==> src/rtl/serial_subtractor_nb.sv <==
// Bit-serial n-bit subtractor: Diff = a - b - Bin, one bit per clock, LSB first.
// One full-subtractor cell plus a borrow flip-flop; start/busy/done handshake.
// Result and N/Z/V/Bout flags are registered and only change on entry to DONE.
module serial_subtractor_nb #(
    parameter int n = 4
) (
    input  logic         clk,
    input  logic         rst,
    input  logic         start,
    input  logic [n-1:0] a,
    input  logic [n-1:0] b,
    input  logic         Bin,
    output logic         busy,
    output logic         done,
    output logic [n-1:0] Diff,
    output logic         Bout,
    output logic         N,
    output logic         Z,
    output logic         V
);

    localparam int CW = $clog2(n);

    typedef enum logic [1:0] {
        S_IDLE = 2'd0,
        S_RUN  = 2'd1,
        S_DONE = 2'd2
    } state_t;

    state_t          r_state;
    logic [n-1:0]    r_a_sh;
    logic [n-1:0]    r_b_sh;
    logic [n-1:0]    r_res;
    logic [CW-1:0]   r_cnt;
    logic            r_brw;
    logic            r_a_msb;
    logic            r_b_msb;

    logic            w_x;
    logic            w_y;
    logic            w_d;
    logic            w_brw_nxt;
    logic [n-1:0]    w_res_nxt;

    // Full-subtractor cell on the current LSBs and the stored borrow
    always_comb begin
        w_x       = r_a_sh[0];
        w_y       = r_b_sh[0];
        w_d       = w_x ^ w_y ^ r_brw;
        w_brw_nxt = (~w_x & w_y) | (~(w_x ^ w_y) & r_brw);
        w_res_nxt = {w_d, r_res[n-1:1]};
    end

    // Control FSM with datapath shifts and registered outputs.
    // The final bit is folded into the outputs on the edge that enters DONE,
    // so results are valid in the same cycle that done is high.
    always_ff @(posedge clk or posedge rst) begin
        if (rst) begin
            r_state <= S_IDLE;
            r_a_sh  <= '0;
            r_b_sh  <= '0;
            r_res   <= '0;
            r_cnt   <= '0;
            r_brw   <= 1'b0;
            r_a_msb <= 1'b0;
            r_b_msb <= 1'b0;
            busy    <= 1'b0;
            done    <= 1'b0;
            Diff    <= '0;
            Bout    <= 1'b0;
            N       <= 1'b0;
            Z       <= 1'b0;
            V       <= 1'b0;
        end else begin
            case (r_state)
                S_IDLE: begin
                    done <= 1'b0;
                    if (start) begin
                        r_a_sh  <= a;
                        r_b_sh  <= b;
                        r_brw   <= Bin;
                        r_a_msb <= a[n-1];
                        r_b_msb <= b[n-1];
                        r_res   <= '0;
                        r_cnt   <= '0;
                        busy    <= 1'b1;
                        r_state <= S_RUN;
                    end
                end
                S_RUN: begin
                    r_a_sh <= r_a_sh >> 1;
                    r_b_sh <= r_b_sh >> 1;
                    r_res  <= w_res_nxt;
                    r_brw  <= w_brw_nxt;
                    r_cnt  <= r_cnt + CW'(1);
                    if (r_cnt == CW'(n - 1)) begin
                        busy    <= 1'b0;
                        done    <= 1'b1;
                        Diff    <= w_res_nxt;
                        Bout    <= w_brw_nxt;
                        N       <= w_d;
                        Z       <= (w_res_nxt == '0);
                        V       <= (r_a_msb ^ r_b_msb) & (w_d ^ r_a_msb);
                        r_state <= S_DONE;
                    end
                end
                S_DONE: begin
                    done    <= 1'b0;
                    r_state <= S_IDLE;
                end
                default: begin
                    busy    <= 1'b0;
                    done    <= 1'b0;
                    r_state <= S_IDLE;
                end
            endcase
        end
    end

endmodule

==> config.mk <==
export PLATFORM = sky130hd
export DESIGN_NAME = serial_subtractor_nb
export DESIGN_NICKNAME = d
export VERILOG_FILES = /design/src/rtl/serial_subtractor_nb.sv
export SDC_FILE = /design/constraint.sdc
export NUM_CORES = 1
export LEC_CHECK = 0
export CAP_MARGIN = 20
export CORE_MARGIN = 4
export CORE_UTILIZATION = 58
export CTS_BUF_LIST = sky130_fd_sc_hd__clkbuf_4 sky130_fd_sc_hd__clkbuf_8
export DETAILED_ROUTE_END_ITERATION = 12
export PLACE_DENSITY = 0.88
export SYNTH_ARGS = -nofsm -noshare
export SYNTH_HDL_FRONTEND = slang
export SYNTH_SLANG_ARGS = --single-unit
export TNS_END_PERCENT = 100
==> constraint.sdc <==
create_clock -name clk -period 2.5 [get_ports clk]
set_clock_uncertainty 0.05 [all_clocks]
set_input_delay 0.625 -clock clk [delete_from_list [all_inputs] [get_ports clk]]
set_output_delay 0.625 -clock clk [all_outputs]
set_load 0.01 [all_outputs]
==> results of run 1 <==
==> flip-flops by register name, indices dropped and copies added, names as in the netlist <==
| signal | count |
|---|---|
| r_a_sh | 4 |
| r_cnt | 2 |
| Z | 1 |
| r_b_sh | 4 |
| r_b_msb | 1 |
| r_state | 2 |
| V | 1 |
| busy | 1 |
| done | 1 |
| Diff | 4 |
| r_res | 3 |
| Bout | 1 |
| r_brw | 1 |
| r_a_msb | 1 |
==> cell usage in the layout, fill, tap and decap left out, drive strengths merged <==
cell type      netlist  layout
a21o                 1       1
a21oi                8       8
a22o                 4       4
a22oi                4       4
a2bb2oi              3       3
and3b                3       3
buf                  6       3
clkbuf               2       3
clkdlybuf4s50        0      21
clkinv               0       1
dfrtp               27      27
fa                   1       1
ha                   1       1
inv                  5       5
mux2                 6       6
mux2i                1       1
nand2                8       8
nand2b               1       1
nand3b               1       1
nor2                 4       4
nor2b                8       8
o21ai               14      14
o21bai               1       1
or4                  1       1
==> where the power goes <==
group	internal (uW)	switching, uW
logic	410	323
clock network	60.0	124
registers	619	173
total	1090	620
==> cell families (layout without fill, tap and decap cells) <==
kind of cell    after synthesis  in the layout  synth area share, %
compound gates               35             35                17.49
flops                        27             27                54.60
simple gates                 26             26                12.34
buf+inv                      13             33                6.066
mux                           7              7                6.876
fa+ha+maj                     2              2                2.629
==> per-layer routing <==
layer / GRT usage (%) / routed length [um] / share of wire (%)
met4: 9.129 / 47 / 2.0
met3: 2.493 / 109 / 4.6
met2: 31.27 / 1166 / 49
met5: 0 / 0 / 0
met1: 25.89 / 1032 / 44
==> stage by stage <==
stage / setup WS, ps / cells
2_1_floorplan: 817.8 / 110
3_3_place_gp: 542.7 / 153
3_5_place_dp: 548.0 / 153
4_1_cts: 555.8 / 157
5_1_grt: 514.2 / 157
6_report: 573.4 / 157
==> final timing paths <==
kind	from	to	slack, ps	depth (start not counted)
setup / recovery	Bout	Bout	570	1
hold / removal	V	V	450	2
setup reg to reg	r_b_sh[0]	Z	650	4
hold reg to reg	V	V	450	2
max in group asynchronous	rst	r_a_sh[0]	1560	3
min in group asynchronous	rst	Bout	590	3
==> worst register-to-register path, cell delays in order (launching register included) <==
cell	delay [ps]
dfrtp_1	410
inv_1	120
fa_1	510
or4_1	540
o21ai_0	160
==> cell type report <==
cell class                      count  area (um^2)
Sequential cell                    27        675.6
Fill cell                         137        526.8
Multi-Input combinational cell     70        486.7
Timing Repair Buffer               24        232.7
Tap cell                           27        33.78
Clock buffer                        3        22.52
Inverter                            5        18.77
Clock inverter                      1        5.005
==> qor.csv, run 1 <==
metric;value;unit
cell count after synthesis;110;
port bufs;21;
static leakage;0.0006750;uW
synth warn;0;
Post-Route WL;2.356;mm
DIE HEIGHT;54.19;um
final instance area;1475;um^2
Max Slew Vio Count;0;
Post-synth EDFFs;0;
ranking of synthesized cells by area;dfrtp_1 55%, o21ai_0 5.3%, mux2_2 3.6%;
list of most frequent post-synthesis cells;27 x dfrtp_1, 13 x o21ai_0, 8 x a21oi_1, 8 x nand2_1, 6 x nor2b_1;
chip width;54.19;um
CORE AREA;2002;um^2
share of cells above drive strength 1;11.54;%
# IOs;22;
cts hold-fix bufs;0;
CTS Buffer Depth;2;
CP arrival;1250;ps
relative slew slack;61.45;%
Worst Path Buf+Inv;1;
1st-iter DRT viols;29;
# DRC;0;
P per Cell Area;1159;nW/um^2
Die ar.;2937;um^2
Seq/Total Area, Yosys;54.60;%
flop and latch count out of synthesis;27;
slowest stage delay, CP;540;ps
post-route ant nets;0;
Clock Latency Late Sink;320;ps
Critical Path, Cell by Cell;clkdlybuf4s50_1;
number of global-route vias before repair;823;
std cell rows;16;
Mapped Area;1237;um^2
VDD IR max;0.7378;mV
gp weighted congestion;0.7832;
Setup TNS Final;0;ps
Final Power;1710;uW
Cell Area, Placed;1448;um^2
Main synth FF type;dfrtp_1;
n_diodes;0;
Synth Area per Inst;11.25;um^2
grt total ovfl;0;
ys async rst share;100.0;%
largest net degree at the start of global routing;28;
Fmax achieved;519.1;MHz
via/cell ratio;5.490;
CTS tree;yes;
Area Overhead vs Synth;19.21;%
Max Cap Viol;0;
post-layout util;73.69;%
crit-path max FO;2;
gr usage total;19.45;%
cts repair resizes;0;
Startpoint Class;flop;
Tcrit/Tclk final;77.06;%
final setup fails;0;
status;complete, no violations;
Reg clk slew, reported paths;140;ps
setup bufs post-CTS;0;
Hold Crit Class;reg2reg;
RSZ-0062 raised after global routing;false;
count leader, synth;dfrtp_1;
cts bufs inserted;3;
worst setup path class;reg2out;
Initial Utilization;61.81;%
htree depth;1;
Root Buffer;clkbuf_4;
first-pass GRT wire length;3.981;mm
Worst-Margin Slew;577.0;ps
TritonRoute pass-1 iters;4;
Synth cell types;29;
Syn Nets;124;
initial antenna violation count;0;
clock sinks;27;
Layout Nets;145;
hold_ws;451.4;ps
final hold vios;0;
crit end category;output pin;
Detailed Place HPWL;1.734;mm
Worst path slowest cell;clkdlybuf4s50_1;
WL/cell;15.01;um
Tmin final;1927;ps
post-synth top area cell;dfrtp_1;
Yosys top cell area share;54.60;%
Via Count;862;
family with the most delay on the worst path;buffers and inverters;
worst path required time;1820;ps
Power figures use the tool's default switching activity.
==> run 2: changes to the inputs <==
--- a/config.mk
+++ b/config.mk
@@ -7,10 +7,10 @@
 export LEC_CHECK = 0
 export CAP_MARGIN = 20
 export CORE_MARGIN = 4
-export CORE_UTILIZATION = 58
+export CORE_UTILIZATION = 53
 export CTS_BUF_LIST = sky130_fd_sc_hd__clkbuf_4 sky130_fd_sc_hd__clkbuf_8
 export DETAILED_ROUTE_END_ITERATION = 12
-export PLACE_DENSITY = 0.88
+export PLACE_DENSITY = 0.81
 export SYNTH_ARGS = -nofsm -noshare
 export SYNTH_HDL_FRONTEND = slang
 export SYNTH_SLANG_ARGS = --single-unit
==> constraint.sdc (replaced) <==
create_clock -name clk -period 1.8 [get_ports clk]
set_clock_uncertainty 0.05 [all_clocks]
set_input_delay 0.45 -clock clk [delete_from_list [all_inputs] [get_ports clk]]
set_output_delay 0.45 -clock clk [all_outputs]
set_load 0.01 [all_outputs]
==> run 2 against run 1 <==
  * Global-route usage down 2.7 points
  * Clock power up 41%
  * Power up 46%
  * Routed wire length up 2.1%
  * Die area up 8.0%
  * Core utilization down 3.6 points
  * Combinational power up 61%
  * Sequential power up 32%
  * Non-clock buffer count up 9
  * Critical endpoint is now N
  * Flip-flop and latch count unchanged
  * Final area up 5.2%
==> qor.csv, run 2 (synthesized netlist as in run 1, its figures left out) <==
metric;value;unit;change
Via Count;891;;+3.4%
Comb pwr share;47.5;%;+4.6 points
Startpoint Class;flop;;
Die ar.;3172;um^2;+8.0%
Worst-Margin Slew;420.2;ps;-156.9 ps
# IOs;22;;unchanged
share of cells above drive strength 1;17.99;%;+6.4 points
crit-path max FO;3;;+1
worst path required time;1300;ps;-520 ps
Worst R2R Setup Slack;90;ps;-560 ps
cells on worst reg2reg path;3;;-1
FF-to-FF End;Z;;
Detailed Place HPWL;1.811;mm;+4.4%
M1 wire length;1.099;mm;+6.5%
hold_ws;416.8;ps;-34.62 ps
clock sinks;27;;unchanged
VDD IR max;0.8731;mV;+18%
post-route ant nets;0;;unchanged
P per Cell Area;1604;nW/um^2;+38%
met2 wire len;1.188;mm;+1.9%
Cell Area, Placed;1501;um^2;+3.7%
Top Metal Used;met4;;
cts bufs inserted;3;;unchanged
post-layout util;70.14;%;-3.6 points
crit end category;output pin;;
port bufs;21;;unchanged
worst flop-to-flop path startpoint;r_a_sh[0];;
gp weighted congestion;0.7588;;-3.1%
family with the most delay on the worst path;buffers and inverters;;
slowest stage delay, CP;540;ps;about the same
Max Slew Vio Count;0;;unchanged
Worst path slowest cell;clkdlybuf4s50_1;;
status;complete, no violations;;
Area Overhead vs Synth;25.38;%;
Max Cap Viol;0;;unchanged
CTS Buffer Depth;2;;unchanged
clock share of power;10.4;%;-0.3 points
TritonRoute pass-1 iters;4;;unchanged
n_diodes;0;;unchanged
DIE HEIGHT;56.32;um;+3.9%
Layout Nets;154;;+6.2%
Post-Route WL;2.405;mm;+2.1%
via/cell ratio;5.335;;-2.8%
routed length on met3;100;um;-8.3%
Fmax achieved;576.8;MHz;
first-pass GRT wire length;4.222;mm;+6.1%
Worst Path Buf+Inv;1;;unchanged
most common cell after layout, fill and taps aside;dfrtp_1;;
Root Buffer;clkbuf_4;;
switching share of total power;35.26;%;-1.0 points
sw power;877.5;uW;+42%
internal power;1611;uW;+48%
Final Power;2489;uW;+46%
gr usage total;16.72;%;-2.7 points
Hold Crit Class;in2async;;
1st-iter DRT viols;24;;-17%
Clock Latency Late Sink;320;ps;about the same
Critical Path, Cell by Cell;clkdlybuf4s50_1;;
largest net degree at the start of global routing;28;;unchanged
std cell rows;17;;+1
CORE AREA;2212;um^2;+10%
part of the power in registers;42.1;%;-4.3 points
# DRC;0;;unchanged
CTS tree;yes;;
chip width;56.32;um;+3.9%
RSZ-0062 raised after global routing;true;;
Tcrit/Tclk final;96.32;%;
cts hold-fix bufs;0;;unchanged
Tmin final;1734;ps;
initial antenna violation count;0;;unchanged
Reg clk slew, reported paths;150;ps;about the same
largest registers;Diff x4, r_a_sh x4, r_b_sh x4;;
static leakage;0.0007556;uW;+12%
leading cell types in the layout, fill and taps excluded;27 x dfrtp_1, 18 x clkdlybuf4s50_1, 13 x o21ai_0, 12 x buf_4;;
final setup fails;0;;unchanged
grt total ovfl;0;;unchanged
relative slew slack;71.90;%;+10 points
number of global-route vias before repair;905;;+10%
htree depth;1;;unchanged
final instance area;1551;um^2;+5.2%
CP arrival;1230;ps;-20 ps
final hold vios;0;;unchanged
worst setup path class;reg2out;;
WL/cell;14.40;um;-4.0%
Initial Utilization;55.94;%;-5.9 points
## run 2: area by class of cell
type / count / area [um^2]
clock buffers: 3 / 22.52
inverters: 5 / 18.77
clock inverters: 1 / 5.005
flip-flops and latches: 27 / 675.6
multi-input cells: 70 / 486.7
repair buffers: 33 / 307.8
well taps: 28 / 35.03
fillers: 187 / 660.6
## run 2: routing by layer
metal | track usage, % | vias up
met1 | 22.62 | 425
met2 | 27.88 | 23
met4 | 5.085 | 0
met3 | 2.299 | 2
li1 | - | 441
met5 | 0 | -
## run 2: worst max path at each step
stage               depth (start not counted)      end  slack, ps  startpoint
floorplan                                   3        Z        120   r_a_sh[0]
global placement                            4  r_a_msb         60       start
detailed placement                          4  r_b_msb         30       start
CTS                                         1     busy         30        busy
global route                                3        Z        -20   r_a_sh[0]
finish                                      1        N         70     Diff[3]
## run 2: timing repair
item / CTS / global route
endpoints found under the setup margin: 0 / 6
setup buffers: 0 / 2
gates resized for setup: 0 / 4
## run 2: power groups by stage
| stage | registers [uW] | clock network, uW | logic [uW] |
|---|---|---|---|
| final | 1050 | 259 | 1180 |
| after global routing | 1090 | 298 | 1320 |
| after CTS | 1050 | 266 | 1190 |
| after detailed placement | 1070 | 0 | 1180 |
| after global placement | 1050 | 0 | 1150 |
| after floorplan | 1040 | 0 | 749 |
## run 2: stage by stage
step / std cells / TNS [ps] / setup slack (ps)
2_1_floorplan: 110 / 0 / 117.8
3_3_place_gp: 161 / 0 / 59.56
3_5_place_dp: 161 / 0 / 31.21
4_1_cts: 165 / 0 / 31.15
5_1_grt: 167 / -15.32 / -15.32
6_report: 167 / 0 / 66.32
==> run 3: changes to the inputs <==
--- a/config.mk
+++ b/config.mk
@@ -7,10 +7,11 @@
 export LEC_CHECK = 0
 export CAP_MARGIN = 20
 export CORE_MARGIN = 4
-export CORE_UTILIZATION = 53
+export CORE_UTILIZATION = 60
 export CTS_BUF_LIST = sky130_fd_sc_hd__clkbuf_4 sky130_fd_sc_hd__clkbuf_8
 export DETAILED_ROUTE_END_ITERATION = 12
-export PLACE_DENSITY = 0.81
+export DONT_BUFFER_PORTS = 1
+export PLACE_DENSITY = 0.77
 export SYNTH_ARGS = -nofsm -noshare
 export SYNTH_HDL_FRONTEND = slang
 export SYNTH_SLANG_ARGS = --single-unit
==> run 3 against run 2 <==
  * First-iteration DRC count down 63%
  * Flip-flop and latch count unchanged
  * Non-clock buffer count down 28
  * Critical path type is now reg2reg
  * Clock power up 3%
  * Critical path depth up 3
==> qor.csv, run 3 (synthesized netlist as in run 1, its figures left out) <==
metric;value;unit;change
RSZ-0062 raised after global routing;false;;
DP Cell Count;134;;-17%
Max Slew Vio Count;0;;unchanged
gp weighted congestion;0.7542;;-0.61%
Critical path destination;Z;;
TritonRoute pass-1 iters;4;;unchanged
final cell count without fillers;138;;-17%
htree depth;1;;unchanged
most common cell after layout, fill and taps aside;dfrtp_1;;
largest registers;Diff x4, r_a_sh x4, r_b_sh x4;;
crit-path max FO;2;;-1
Multi-input gate area;486.7;um^2;unchanged
largest net degree at the start of global routing;28;;unchanged
sw power;833.1;uW;-5.1%
Die ar.;2853;um^2;-10%
DIE HEIGHT;53.42;um;-5.2%
chip width;53.42;um;-5.2%
clock share of power;11.9;%;+1.5 points
n_diodes;0;;unchanged
final hold vios;0;;unchanged
cells on worst reg2reg path;4;;+1
VDD IR max;1.007;mV;+15%
Startpoint Class;flop;;
crit end category;flop;;
Max Cap Viol;0;;unchanged
Layout Nets;126;;-18%
CTS Buffer Depth;2;;unchanged
final instance area;1282;um^2;-17%
Root Buffer;clkbuf_4;;
Clock Latency Late Sink;320;ps;about the same
part of the power in registers;49.6;%;+7.5 points
Detailed Place HPWL;1.650;mm;-8.9%
Setup TNS Final;0;ps;unchanged
static leakage;0.0006053;uW;-20%
port bufs;0;;-100%
Initial Utilization;63.07;%;+7.1 points
via/cell ratio;5.978;;+12%
Cell Area, Placed;1252;um^2;-17%
WL/cell;16.62;um;+15%
FF-to-FF End;Z;;
Area Overhead vs Synth;3.640;%;
number of global-route vias before repair;782;;-14%
internal power;1405;uW;-13%
Post-Route WL;2.294;mm;-4.6%
Tmin final;1709;ps;-24.24 ps
final setup fails;0;;unchanged
cts bufs inserted;3;;unchanged
Comb pwr share;38.5;%;-9.0 points
# DRC;0;;unchanged
std cell rows;16;;-1
CP arrival;1900;ps;+670 ps
switching share of total power;37.23;%;+2.0 points
Fill cells;165;;-12%
Fmax achieved;585.0;MHz;+1.4%
gr usage total;18.84;%;+2.1 points
post-route ant nets;0;;unchanged
relative slew slack;54.89;%;-17 points
Register Area;675.6;um^2;unchanged
leading cell types in the layout, fill and taps excluded;27 x dfrtp_1, 13 x o21ai_0, 8 x a21oi_1, 8 x nand2_1, 6 x nor2b_1;;
cts hold-fix bufs;0;;unchanged
Crit. Startpoint;r_b_sh[0];;
Hold Crit Class;in2async;;
# IOs;22;;unchanged
Worst R2R Setup Slack;90;ps;about the same
Reg clk slew, reported paths;140;ps;about the same
CTS tree;yes;;
clock sinks;27;;unchanged
grt total ovfl;0;;unchanged
worst setup path class;reg2reg;;
share of cells above drive strength 1;16.22;%;-1.8 points
worst flop-to-flop path startpoint;r_b_sh[0];;
Tcrit/Tclk final;94.97;%;-1.3 points
Worst-Margin Slew;675.2;ps;+255.1 ps
1st-iter DRT viols;9;;-63%
status;complete, no violations;;
P per Cell Area;1745;nW/um^2;+8.8%
first-pass GRT wire length;3.760;mm;-11%
Via Count;825;;-7.4%
initial antenna violation count;0;;unchanged
worst path required time;2000;ps;+700 ps
CORE AREA;1962;um^2;-11%
run 3: cell count changes in the layout (fill, tap and decap cells not counted):
cell             delta
clkbuf_4            +1
dlymetal6s2s_1      -3
clkinv_2            -1
buf_4               -7
clkdlybuf4s50_1    -18
run 3: timing repair:
action,4_1_cts,5_1_grt
gates resized for setup,0,1
setup buffers,0,0
endpoints found under the setup margin,0,1
run 3: worst min path at each step:
stage / slack (ps) / startpoint / end
after floorplan: 400 / r_b_sh[2] / r_b_sh[2]
after global placement: 370 / rst / V
after detailed placement: 370 / rst / V
after CTS: 10 / rst / Z
after global routing: 2 / rst / Z
final: 10 / rst / Z
run 3: metrics by stage:
step	worst slack [ps]	hold WS (ps)	utilization, %	power [uW]
2_1_floorplan	117.8	400.2	-	1789
3_3_place_gp	142.2	366.2	63.84	1919
3_5_place_dp	102.6	369.6	63.84	1987
4_1_cts	60.95	10.63	65.37	2252
5_1_grt	25.08	2.410	65.37	2426
6_report	90.56	9.881	65.37	2238
run 3: routing by layer:
metal,part of all wire (%),wire length (um),vias up,track usage [%]
met5,0,0,-,0
met4,1.5,35,0,8.085
met3,6.5,148,5,5.070
met2,49,1117,26,27.96
met1,43,993,411,25.64
li1,-,-,383,-
run 3: final cells by class:
class | instances | area share (%)
Multi-Input combinational cell | 70 | 37.95
Inverter | 5 | 1.463
Clock buffer | 4 | 2.341
Tap cell | 27 | 2.634
Timing Repair Buffer | 5 | 2.927
Sequential cell | 27 | 52.68
run 3: critical path, stage by stage (launching register included):
cell and delay (ps):
dfrtp_1 420, inv_2 80, fa_1 420, or4_1 510, o21ai_0 150
run 3: power by group through the flow:
stage          combinational, uW  sequential (uW)  clock, uW
4_1_cts                      868             1110        277
5_1_grt                      965             1150        311
2_1_floorplan                749             1040          0
3_3_place_gp                 816             1100          0
6_report                     862             1110        267
3_5_place_dp                 866             1120          0
